[src/rtl/pu_mac_sequencer.sv]
// Dot-product sequencer for one pipelined floating-point MAC PU.
// Clears the accumulator, streams operand reads, drains the pipe, captures P.
module pu_mac_sequencer #(
    parameter int DATA_WIDTH = 16,
    parameter int ADDR_WIDTH = 8,
    parameter int PU_LAT     = 2
) (
    input  logic                  clk,
    input  logic                  reset,
    input  logic                  start,
    input  logic [ADDR_WIDTH:0]   len,
    input  logic                  abort,
    output logic                  rd_en,
    output logic [ADDR_WIDTH-1:0] rd_addr,
    output logic                  pu_clr,
    output logic                  pu_en,
    output logic                  op_zero,
    input  logic [DATA_WIDTH-1:0] pu_p,
    output logic                  busy,
    output logic                  done,
    output logic [DATA_WIDTH-1:0] res_data
);

    localparam int DW = $clog2(PU_LAT + 2);
    localparam logic [ADDR_WIDTH:0] LEN_ONE = 1;
    localparam logic [DW-1:0] DR_ONE  = 1;
    localparam logic [DW-1:0] DR_LAST = DW'(PU_LAT);

    typedef enum logic [2:0] {
        S_IDLE,
        S_CLEAR,
        S_ISSUE,
        S_DRAIN,
        S_FLUSH,
        S_DONE
    } state_t;

    state_t state_q, state_d;

    logic [ADDR_WIDTH:0]   len_q, len_d;
    logic [ADDR_WIDTH:0]   cnt_q, cnt_d;
    logic [DW-1:0]         dcnt_q, dcnt_d;
    logic                  rd_en_q, rd_en_d;
    logic                  pu_clr_q, pu_clr_d;
    logic                  pu_en_q, pu_en_d;
    logic                  op_zero_q, op_zero_d;
    logic                  done_q, done_d;
    logic [DATA_WIDTH-1:0] res_q, res_d;

    always_ff @(posedge clk or posedge reset) begin
        if (reset) begin
            state_q <= S_IDLE;
        end else begin
            state_q <= state_d;
        end
    end

    always_comb begin
        state_d = state_q;
        len_d   = len_q;
        cnt_d   = cnt_q;
        dcnt_d  = dcnt_q;
        res_d   = res_q;
        done_d  = 1'b0;
        unique case (state_q)
            S_IDLE: begin
                if (start) begin
                    len_d   = len;
                    state_d = S_CLEAR;
                end
            end
            S_CLEAR: begin
                cnt_d   = '0;
                state_d = (len_q != '0) ? S_ISSUE : S_DONE;
            end
            S_ISSUE: begin
                if (cnt_q == len_q - LEN_ONE) begin
                    dcnt_d  = '0;
                    state_d = S_DRAIN;
                end else begin
                    cnt_d = cnt_q + LEN_ONE;
                end
            end
            S_DRAIN: begin
                if (dcnt_q == DR_LAST) begin
                    state_d = S_FLUSH;
                end else begin
                    dcnt_d = dcnt_q + DR_ONE;
                end
            end
            S_FLUSH: begin
                state_d = S_DONE;
            end
            S_DONE: begin
                state_d = S_IDLE;
                done_d  = 1'b1;
                res_d   = (len_q == '0) ? '0 : pu_p;
            end
            default: begin
                state_d = S_IDLE;
            end
        endcase
        // Cancel wins over every other transition and suppresses completion.
        if (abort && state_q != S_IDLE) begin
            state_d = S_IDLE;
            done_d  = 1'b0;
            res_d   = res_q;
        end
        rd_en_d   = (state_d == S_ISSUE);
        pu_clr_d  = (state_d == S_CLEAR);
        pu_en_d   = (state_q == S_ISSUE) || (state_q == S_DRAIN);
        op_zero_d = (state_q == S_DRAIN);
    end

    always_ff @(posedge clk or posedge reset) begin
        if (reset) begin
            len_q     <= '0;
            cnt_q     <= '0;
            dcnt_q    <= '0;
            rd_en_q   <= 1'b0;
            pu_clr_q  <= 1'b0;
            pu_en_q   <= 1'b0;
            op_zero_q <= 1'b0;
            done_q    <= 1'b0;
            res_q     <= '0;
        end else begin
            len_q     <= len_d;
            cnt_q     <= cnt_d;
            dcnt_q    <= dcnt_d;
            rd_en_q   <= rd_en_d;
            pu_clr_q  <= pu_clr_d;
            pu_en_q   <= pu_en_d;
            op_zero_q <= op_zero_d;
            done_q    <= done_d;
            res_q     <= res_d;
        end
    end

    assign rd_en    = rd_en_q;
    assign rd_addr  = cnt_q[ADDR_WIDTH-1:0];
    assign pu_clr   = pu_clr_q;
    assign pu_en    = pu_en_q;
    assign op_zero  = op_zero_q;
    assign busy     = (state_q != S_IDLE);
    assign done     = done_q;
    assign res_data = res_q;

endmodule

[config.mk]
export PLATFORM = sky130hd
export DESIGN_NAME = pu_mac_sequencer
export DESIGN_NICKNAME = d
export VERILOG_FILES = /design/src/rtl/pu_mac_sequencer.sv
export SDC_FILE = /design/constraint.sdc
export NUM_CORES = 1
export LEC_CHECK = 0
export BUFFER_PORTS_ARGS = -buffer_cell sky130_fd_sc_hd__buf_2
export CAP_MARGIN = 5
export CORE_MARGIN = 2
export CORE_UTILIZATION = 47
export CTS_CLUSTER_SIZE = 40
export DETAILED_ROUTE_END_ITERATION = 7
export GPL_TIMING_DRIVEN = 0
export PLACE_DENSITY = 0.86
export SLEW_MARGIN = 20
export SYNTH_ARGS = -nofsm -noshare
export SYNTH_HDL_FRONTEND = slang
export SYNTH_SLANG_ARGS = --single-unit
[constraint.sdc]
create_clock -name clk -period 2.2 [get_ports clk]
set_input_delay 0.11 -clock clk [delete_from_list [all_inputs] [get_ports clk]]
set_output_delay 0.11 -clock clk [all_outputs]
set_load 0.01 [all_outputs]
Yosys cells after proc, flatten, opt, wreduce, memory -nomap -nowiden
Cells that the tools add are included.
{ "totals": {"regBits": 44, "elab_cells": 52, "inputBits": 29, "output_inout_bits": 30} }
{ "classes": {"add_sub_neg": 3, "reduce_logical": 12, "eq_ne": 12, "mux": 14, "n_bitwise": 1} }
{ "ops": {"columns": ["cell", "n"], "rows": [
  ["one-hot mux 9 bit (2 select lines)", 1],
  ["two-way mux 16 bit", 1],
  ["two-way mux 3 bit", 5],
  ["one-hot mux 3 bit (5 select lines)", 1],
  ["adder 9 x 1 -> 9 bit, second input constant", 1],
  ["== test 3 x 2 -> 1 bit, second input constant", 3],
  ["== test 9 bit", 1],
  ["zero test 9 bit", 1],
  ["two-way mux 9 bit", 1],
  ["nonzero test 9 bit", 1],
  ["subtractor 9 x 1 -> 9 bit, second input constant", 1],
  ["== test 3 x 1 -> 1 bit, second input constant", 2],
  ["== test 3 bit, second input constant", 2],
  ["!= test 2 bit, second input constant", 3],
  ["AND reduction 2 bit", 3],
  ["two-way mux 2 bit", 2],
  ["one-hot mux 2 bit (2 select lines)", 1],
  ["nonzero test 2 bit", 2],
  ["zero test 3 bit", 1],
  ["AND reduction 3 bit", 1],
  ["nonzero test 3 bit", 1],
  ["adder 2 x 1 -> 2 bit, second input constant", 1],
  ["== test 2 bit, second input constant", 1],
  ["two-way mux 1 bit", 2],
  ["other kinds (3)", 3]
]} }

Longest topological paths before layout
Gate-level depths: netlist of the first run.
{ "logic_depth": {"ltp_word": 6, "ltp_mapped": 10, "depth_no_buf": 9} }

Worst setup path after synthesis of the first run
No wires, ideal clock.
{ "synth_timing": {"path_type": "register to register", "from": "reg len_q[0]", "to": "reg cnt_q[7]", "synth_period_minus_slack_ns": 2.124, "setup_time_ns": 0.078, "path_buffers": 0, "slack_ns": 0.076, "path_stages_with_launch": 10, "required_ns": 2.122, "arrival_ns": 2.046, "path_cell_list": "dfrtp_1 > inv_1 > ha_1 > and2_1 > a211o_1 > a21oi_1 > a211o_1 > nor2_4 > or4_1 > a21boi_1"} }
{ "synth_via": {"elab_chain_cells": 4} }
{ "synth_lines": {"columns": ["element", "line", "text"], "rows": [
  ["start: declaration", "40", "logic [ADDR_WIDTH:0] len_q, len_d;"],
  ["start signal: assignment", "127", "len_q <= len_d;"],
  ["subtractor 9 x 1 -> 9 bit", "77", "if (cnt_q == len_q - LEN_ONE) begin"],
  ["== test 9 bit", "77", null],
  ["!= test 2 bit (no line)", null, null],
  ["AND reduction 2 bit (no line)", null, null],
  ["end signal: assignment", "128", "cnt_q <= cnt_d;"],
  ["end: declaration", "41", "logic [ADDR_WIDTH:0] cnt_q, cnt_d;"]
]} }
Every way passes these cells.
A chain may end at the register's enable or synchronous reset.

Worst setup path in the final report of the first run
{ "layout_timing": {"from": "reg len_q[1]", "to": "reg cnt_q[7]"} }
Same word-level chain as after synthesis.

==> run_results.csv, run 1 <==
group,metric,value,unit
yosys,yosysSeqAreaShare,48.0,%
power,ir_worst_vdd,0.000502,V
layout,final_net_count,346,
global_routing,grt_pass1_vias,1861,
yosys,avgSynthCellArea,9.44,µm²
timing,period_share,96.4,%
layout,synthToLayoutAreaGrowth,26.2,%
outcome,outcome,"finished, final reports clean",
setup_path,worstSetupEndpointType,"register",
layout,final_cell_mix,"buf_2 (58), nand2_1 (46), dfrtp_1 (44)",
clock_tree,cts.path.max_buffers,2,
timing,fmax,0.472,GHz
timing,fin_worst_skew,0.00606,ns
power,power.density,1020,nW/µm²
setup_path,critPathSlowestCell,"or4_1",
power,p_sw_share,36.5,%
clock_tree,insertion_delay,0.30,ns
timing,slew_headroom,72.3,%
power,combPwrFrac,38.6,%
layout,fillers,406,
power,seqPwrFrac,41.0,%
layout,num_antenna_cells,0,
yosys,synth_top_family_by_area,"simple AND/OR/NAND/NOR gates",
floorplanning,rows,25,
timing,worst_slew_pin_slew,0.413,ns
setup_path,required,2.43,ns
setup_path,worstPathMaxFanout,7,
setup_path,cp-start-kind,"register",
setup_path,worstSetupPathType,"reg2reg",
floorplanning,die_w,73.9,µm
placed_design,dp_hpwl,3.60,mm
clock_tree,path_clk_slew,0.08,ns
global_routing,grt_first_pass_wirelength,8.10,mm
placed_design,dp_slack,-0.215,ns
yosys,synth_edf_count,0,
yosys,yosys_warnings,0,
timing,finalWorstSetupSlack,0.0794,ns
clock_tree,cts_tree,"built",
yosys,synth_nets,275,
yosys,yosys.area_share.simple,22.2,%
detailed_routing,dr.pass1.iters,4,
clock_tree,cts_buffers,5,
yosys,synth_xor_area_share,3.05,%
floorplanning,die_y,73.9,µm
power,leakage,1.39,nW
detailed_routing,postRouteAntennaNets,0,
setup_path,cpMostUsedCell,"a211o_1",
yosys,ys_top_cells_by_area,"dfrtp_1 (48%), nand2_1 (7.5%), o21ai_0 (5.0%), mux2_2 (2.9%), buf_4 (2.6%)",
yosys,synth_cell_types,46,
timing,setup_viol,0,
setup_path,ff2ff_setup_slack,0.08,ns
yosys,synth_compound_area_share,14.8,%
yosys,synthAdderAreaFrac,1.64,%
setup_path,arrival,2.35,ns
power,p_clk_share,20.4,%
yosys,synth_cells,243,
placed_design,place_congestion,0.825,
floorplanning,core_area,4720,µm²
detailed_routing,viasPerCell,5.26,
layout,drive_above_1_share,31.7,%
clock_tree,cts_sinks,44,
yosys,synth_top_cell_by_area,"dfrtp_1",
detailed_routing,wl_per_cell,12.8,µm
global_routing,grt_start_max_net_pins,28,
yosys,synth_top_area_share,48.0,%
layout,instances_no_fill,382,
yosys,synthArstFlopShare,100,%
yosys,synthMuxAreaShare,4.25,%
job,drv_cap,0,
yosys,syn-cell-area,2290,µm²
detailed_routing,drc_errors,0,
placed_design,port_buffers,58,
global_routing,track_usage,19.2,%
timing,hold_violations,0,
clock_tree,htree_num_levels,2,
timing,report.final.slew_viol_count,0,
setup_path,cp_slowest_stage_delay,0.50,ns
power,p_sw,1.08,mW
placed_design,dp_cells,369,
detailed_routing,dr_total_vias,2008,
floorplanning,fp.dieArea,5460,µm²
global_routing,antenna_found_initial,0,
timing,rsz0062_at_grt,"yes",
setup_path,path_cells,"inv_2 > ha_4 > and2_4 > a211o_1 > a21oi_2 > a211o_1 > nor2_4 > or4_1 > a21boi_1",
clock_tree,root_buffer,"clkbuf_8",
detailed_routing,drt-total-wl,4.90,mm
yosys,synthFlopType,"dfrtp_1",
floorplanning,start_util,48.6,%
timing,post-route-min-period,2.12,ns
global_routing,overflow,0,
worst_hold_path,hp-class,"in2reg",
detailed_routing,drt_iter0_markers,113,
floorplanning,io-pin-count,59,
power,intPower,1.87,mW
layout,layout_commonest_cell,"buf_2",
yosys,synth-seq-cells,44,
-- state kept, by name, summed over array words and instances (netlist names) --
signal / count
res_data: 16
cnt_q: 9
state_q: 3
pu_en: 1
rd_en: 1
pu_clr: 1
len_q: 9
dcnt_q: 2
op_zero: 1
done: 1
-- power groups by stage --
stage          clock (mW)  sequential [mW]  combinational [mW]
5_1_grt             0.647             1.24                1.26
3_3_place_gp            0             1.19               0.958
2_1_floorplan           0             1.16               0.748
3_5_place_dp            0             1.19               0.990
4_1_cts             0.618             1.18                1.07
6_report            0.602             1.21                1.14
-- synthesized netlist by cell type, types with 2 or more instances --
| cell type | n |
|---|---|
| a22o_1 | 2 |
| a211o_1 | 2 |
| or3_1 | 2 |
| nand4_1 | 6 |
| nor3_1 | 2 |
| inv_1 | 8 |
| and3_1 | 2 |
| or4_1 | 2 |
| buf_4 | 8 |
| a21oi_1 | 4 |
| nor2_1 | 11 |
| clkbuf_1 | 8 |
| xnor2_1 | 2 |
| mux2i_1 | 3 |
| and2_1 | 3 |
| nand3_1 | 5 |
| dfrtp_1 | 44 |
| nand2b_1 | 3 |
| xor2_1 | 6 |
| nor4bb_1 | 2 |
| nor4b_1 | 3 |
| mux2_2 | 6 |
| o31ai_1 | 8 |
| nand2_1 | 46 |
| o211ai_1 | 4 |
| ha_1 | 3 |
| o21ai_0 | 23 |
| nand3b_1 | 4 |
| o21ai_1 | 2 |
| nor2b_1 | 3 |
-- timing repair --
action,4_1_cts,5_1_grt
buffers inserted,4,2
hold buffers,1,0
hold endpoints to repair,17,0
pin swaps,3,11
resized for setup,6,7
setup endpoints to repair,23,19
-- kinds of logic (layout without fill, tap and decap cells) --
logic type,count (synthesis),after routing
flip-flops,44,44
XOR/XNOR,8,8
AO/OA/AOI/OAI,53,53
multiplexers,9,9
AND/OR/NAND/NOR,99,99
buffers and inverters,27,99
adder cells (fa/ha/maj),3,3
-- cell type report --
| class | count | area (µm²) | area share, % |
|---|---|---|---|
| multi-input combinational | 172 | 1110 | 38.2 |
| sequential | 44 | 1100 | 38.0 |
| timing repair buffer | 66 | 365 | 12.6 |
| buffer | 16 | 97.6 | 3.37 |
| tap | 67 | 83.8 | 2.89 |
| clock buffer | 6 | 72.6 | 2.51 |
| clock inverter | 2 | 35.0 | 1.21 |
| inverter | 9 | 33.8 | 1.17 |
-- per-stage QoR --
step / util, % / hold slack, ns / power [mW] / area, µm² / setup TNS (ns)
floorplan: - / 0.176 / 1.91 / 2290 / 0
global placement: 56.5 / 0.313 / 2.15 / 2670 / -1.35
detailed placement: 56.9 / 0.126 / 2.18 / 2690 / -2.76
CTS: 60.5 / 0.0233 / 2.88 / 2860 / 0
global route: 61.3 / 0.0311 / 3.15 / 2900 / -0.0473
finish: 61.3 / 0.0264 / 2.95 / 2900 / 0
-- per-layer routing --
metal | global-route usage (%) | part of all wire (%) | routed length, µm | up-vias
li1 | - | - | - | 993
met1 | 22.7 | 42 | 2070 | 944
met2 | 33.4 | 50 | 2430 | 66
met3 | 6.31 | 7.2 | 351 | 5
met4 | 5.05 | 0.98 | 48 | 0
met5 | 0 | 0 | 0 | -
-- critical path: cells and delay by family (launching register included) --
kind	cells	cell delay [ns]
adder cells (fa/ha/maj)	1	0.17
AO/OA/AOI/OAI	4	0.68
buffers and inverters	1	0.07
flip-flops	1	0.40
AND/OR/NAND/NOR	3	0.74
-- worst paths after layout --
kind	start	end	cells after the start
max	len_q[1]	cnt_q[7]	9
max reg2reg	len_q[1]	cnt_q[7]	9
max in group asynchronous	reset	cnt_q[0]	4
min in group asynchronous	reset	res_data[2]	3
min reg2reg	res_data[5]	res_data[5]	2
min	len[8]	len_q[8]	3
Power figures use the tool's default switching activity.
==> inputs of run 2 (changes only) <==
- CORE_ASPECT_RATIO: default -> 1.25
==> run_results.csv, run 2 (synthesis results as in run 1) <==
group,metric,value,unit
detailed_routing,drt-total-wl,5.34,mm
detailed_routing,wl_per_cell,14.2,µm
floorplanning,rows,28,
floorplanning,io-pin-count,59,
setup_path,arrival,2.37,ns
floorplanning,core_area,4730,µm²
timing,post-route-min-period,2.18,ns
timing,hold_violations,0,
detailed_routing,dr.pass1.iters,4,
timing,fmax,0.459,GHz
power,power.density,1010,nW/µm²
layout,num_antenna_cells,0,
power,p_sw,1.15,mW
power,seqPwrFrac,41.7,%
placed_design,placed_area,2680,µm²
placed_design,dp_hpwl,3.63,mm
global_routing,use_met2,37.5,%
power,p_total,2.91,mW
layout,fin_area,2890,µm²
layout,final_cell_mix,"buf_2 (58), nand2_1 (46), dfrtp_1 (43)",
clock_tree,cts_buffers,5,
global_routing,grt_pass1_vias,2029,
setup_path,worstSetupPathType,"reg2reg",
detailed_routing,drc_errors,0,
global_routing,grt_start_max_net_pins,32,
placed_design,dp_slack,-0.169,ns
outcome,outcome,"finished, final reports clean",
global_routing,busiest_layer,"met2",
clock_tree,htree_num_levels,2,
global_routing,antenna_found_initial,0,
detailed_routing,postRouteAntennaNets,0,
layout,largest_register_ff_count,16,
clock_tree,cts_tree,"built",
power,intPower,1.76,mW
clock_tree,path_clk_slew,0.09,ns
placed_design,place_congestion,0.817,
setup_path,worstPathMaxFanout,5,
detailed_routing,dr_total_vias,2057,
timing,fin_tns_setup,0,ns
timing,setup_viol,0,
timing,period_share,98.9,%
worst_hold_path,hp-class,"in2reg",
detailed_routing,viasPerCell,5.49,
timing,slew_headroom,72.2,%
layout,synthToLayoutAreaGrowth,25.8,%
layout,final_net_count,346,
layout,fillers,412,
power,leakage,1.37,nW
global_routing,globalRouteMet1Util,24.6,%
layout,layout_commonest_cell,"buf_2",
power,p_clk_share,17.8,%
floorplanning,die_y,82.1,µm
global_routing,grt_first_pass_wirelength,8.94,mm
detailed_routing,drt_iter0_markers,93,
global_routing,gr-usage-met3,5.69,%
power,p_sw_share,39.5,%
floorplanning,fp.dieArea,5460,µm²
timing,fin_worst_skew,0.00878,ns
global_routing,overflow,0,
floorplanning,die_w,66.5,µm
clock_tree,insertion_delay,0.30,ns
power,combPwrFrac,40.5,%
clock_tree,cts.path.max_buffers,2,
setup_path,required,2.39,ns
clock_tree,root_buffer,"clkbuf_8",
timing,rsz0062_at_grt,"yes",
placed_design,port_buffers,58,
floorplanning,start_util,48.5,%
power,ir_worst_vdd,0.000550,V
setup_path,worstSetupEndpointType,"register",
global_routing,track_usage,21.4,%
timing,finalWorstSetupSlack,0.0236,ns
timing,worst_slew_pin_slew,0.416,ns
layout,post-route-util,61.0,%
layout,instances_no_fill,375,
timing,timing.hold.ws,0.00246,ns
timing,report.final.slew_viol_count,0,
clock_tree,cts_sinks,44,
placed_design,dp_cells,362,
setup_path,cp-start-kind,"register",
job,drv_cap,0,
layout,drive_above_1_share,33.0,%
==> run 2: timing repair <==
action / CTS / global route
setup buffers: 4 / 0
cloned: 0 / 2
setup endpoints to repair: 23 / 22
hold endpoints to repair: 13 / 0
hold buffers: 1 / 0
resized for setup: 5 / 12
pin swaps: 3 / 14
==> run 2: per-layer routing <==
metal / wire length (µm) / vias up
met5: 0 / -
met3: 305 / 14
met1: 2170 / 978
met2: 2710 / 76
met4: 146 / 0
li1: - / 989
==> run 2: cell type report <==
cell class / instances / area [µm²] / share of cell area [%]
inverter: 9 / 37.5 / 1.30
sequential: 44 / 1100 / 38.2
multi-input combinational: 173 / 1120 / 38.9
timing repair buffer: 65 / 358 / 12.4
clock inverter: 3 / 23.8 / 0.824
buffer: 16 / 97.6 / 3.38
clock buffer: 5 / 68.8 / 2.38
tap: 60 / 75.1 / 2.60
==> run 2: power groups by stage <==
stage	registers, mW	logic [mW]	clock network, mW
2_1_floorplan	1.16	0.748	0
3_3_place_gp	1.19	0.952	0
4_1_cts	1.19	1.09	0.521
5_1_grt	1.24	1.32	0.547
6_report	1.21	1.18	0.518
3_5_place_dp	1.20	0.988	0
==> run 2: critical path, cell delays in order, from the launching register on <==
cell	delay (ns)
dfrtp_1	0.47
nor3_4	0.30
a21oi_2	0.09
a311o_1	0.30
a211o_4	0.37
nor2_4	0.21
o21ai_2	0.09
a22o_1	0.23
==> run 2: worst paths after layout <==
| path | start | endpoint | slack (ns) | cells past startpoint |
|---|---|---|---|---|
| max in group asynchronous | reset | len_q[6] | 1.45 | 4 |
| setup reg to reg | len_q[3] | dcnt_q[0] | 0.02 | 7 |
| hold / removal | len[0] | len_q[0] | 0.002 | 3 |
| setup / recovery | len_q[3] | dcnt_q[0] | 0.02 | 7 |
| hold reg to reg | res_data[11] | res_data[11] | 0.48 | 2 |
| min in group asynchronous | reset | res_data[0] | 0.29 | 3 |
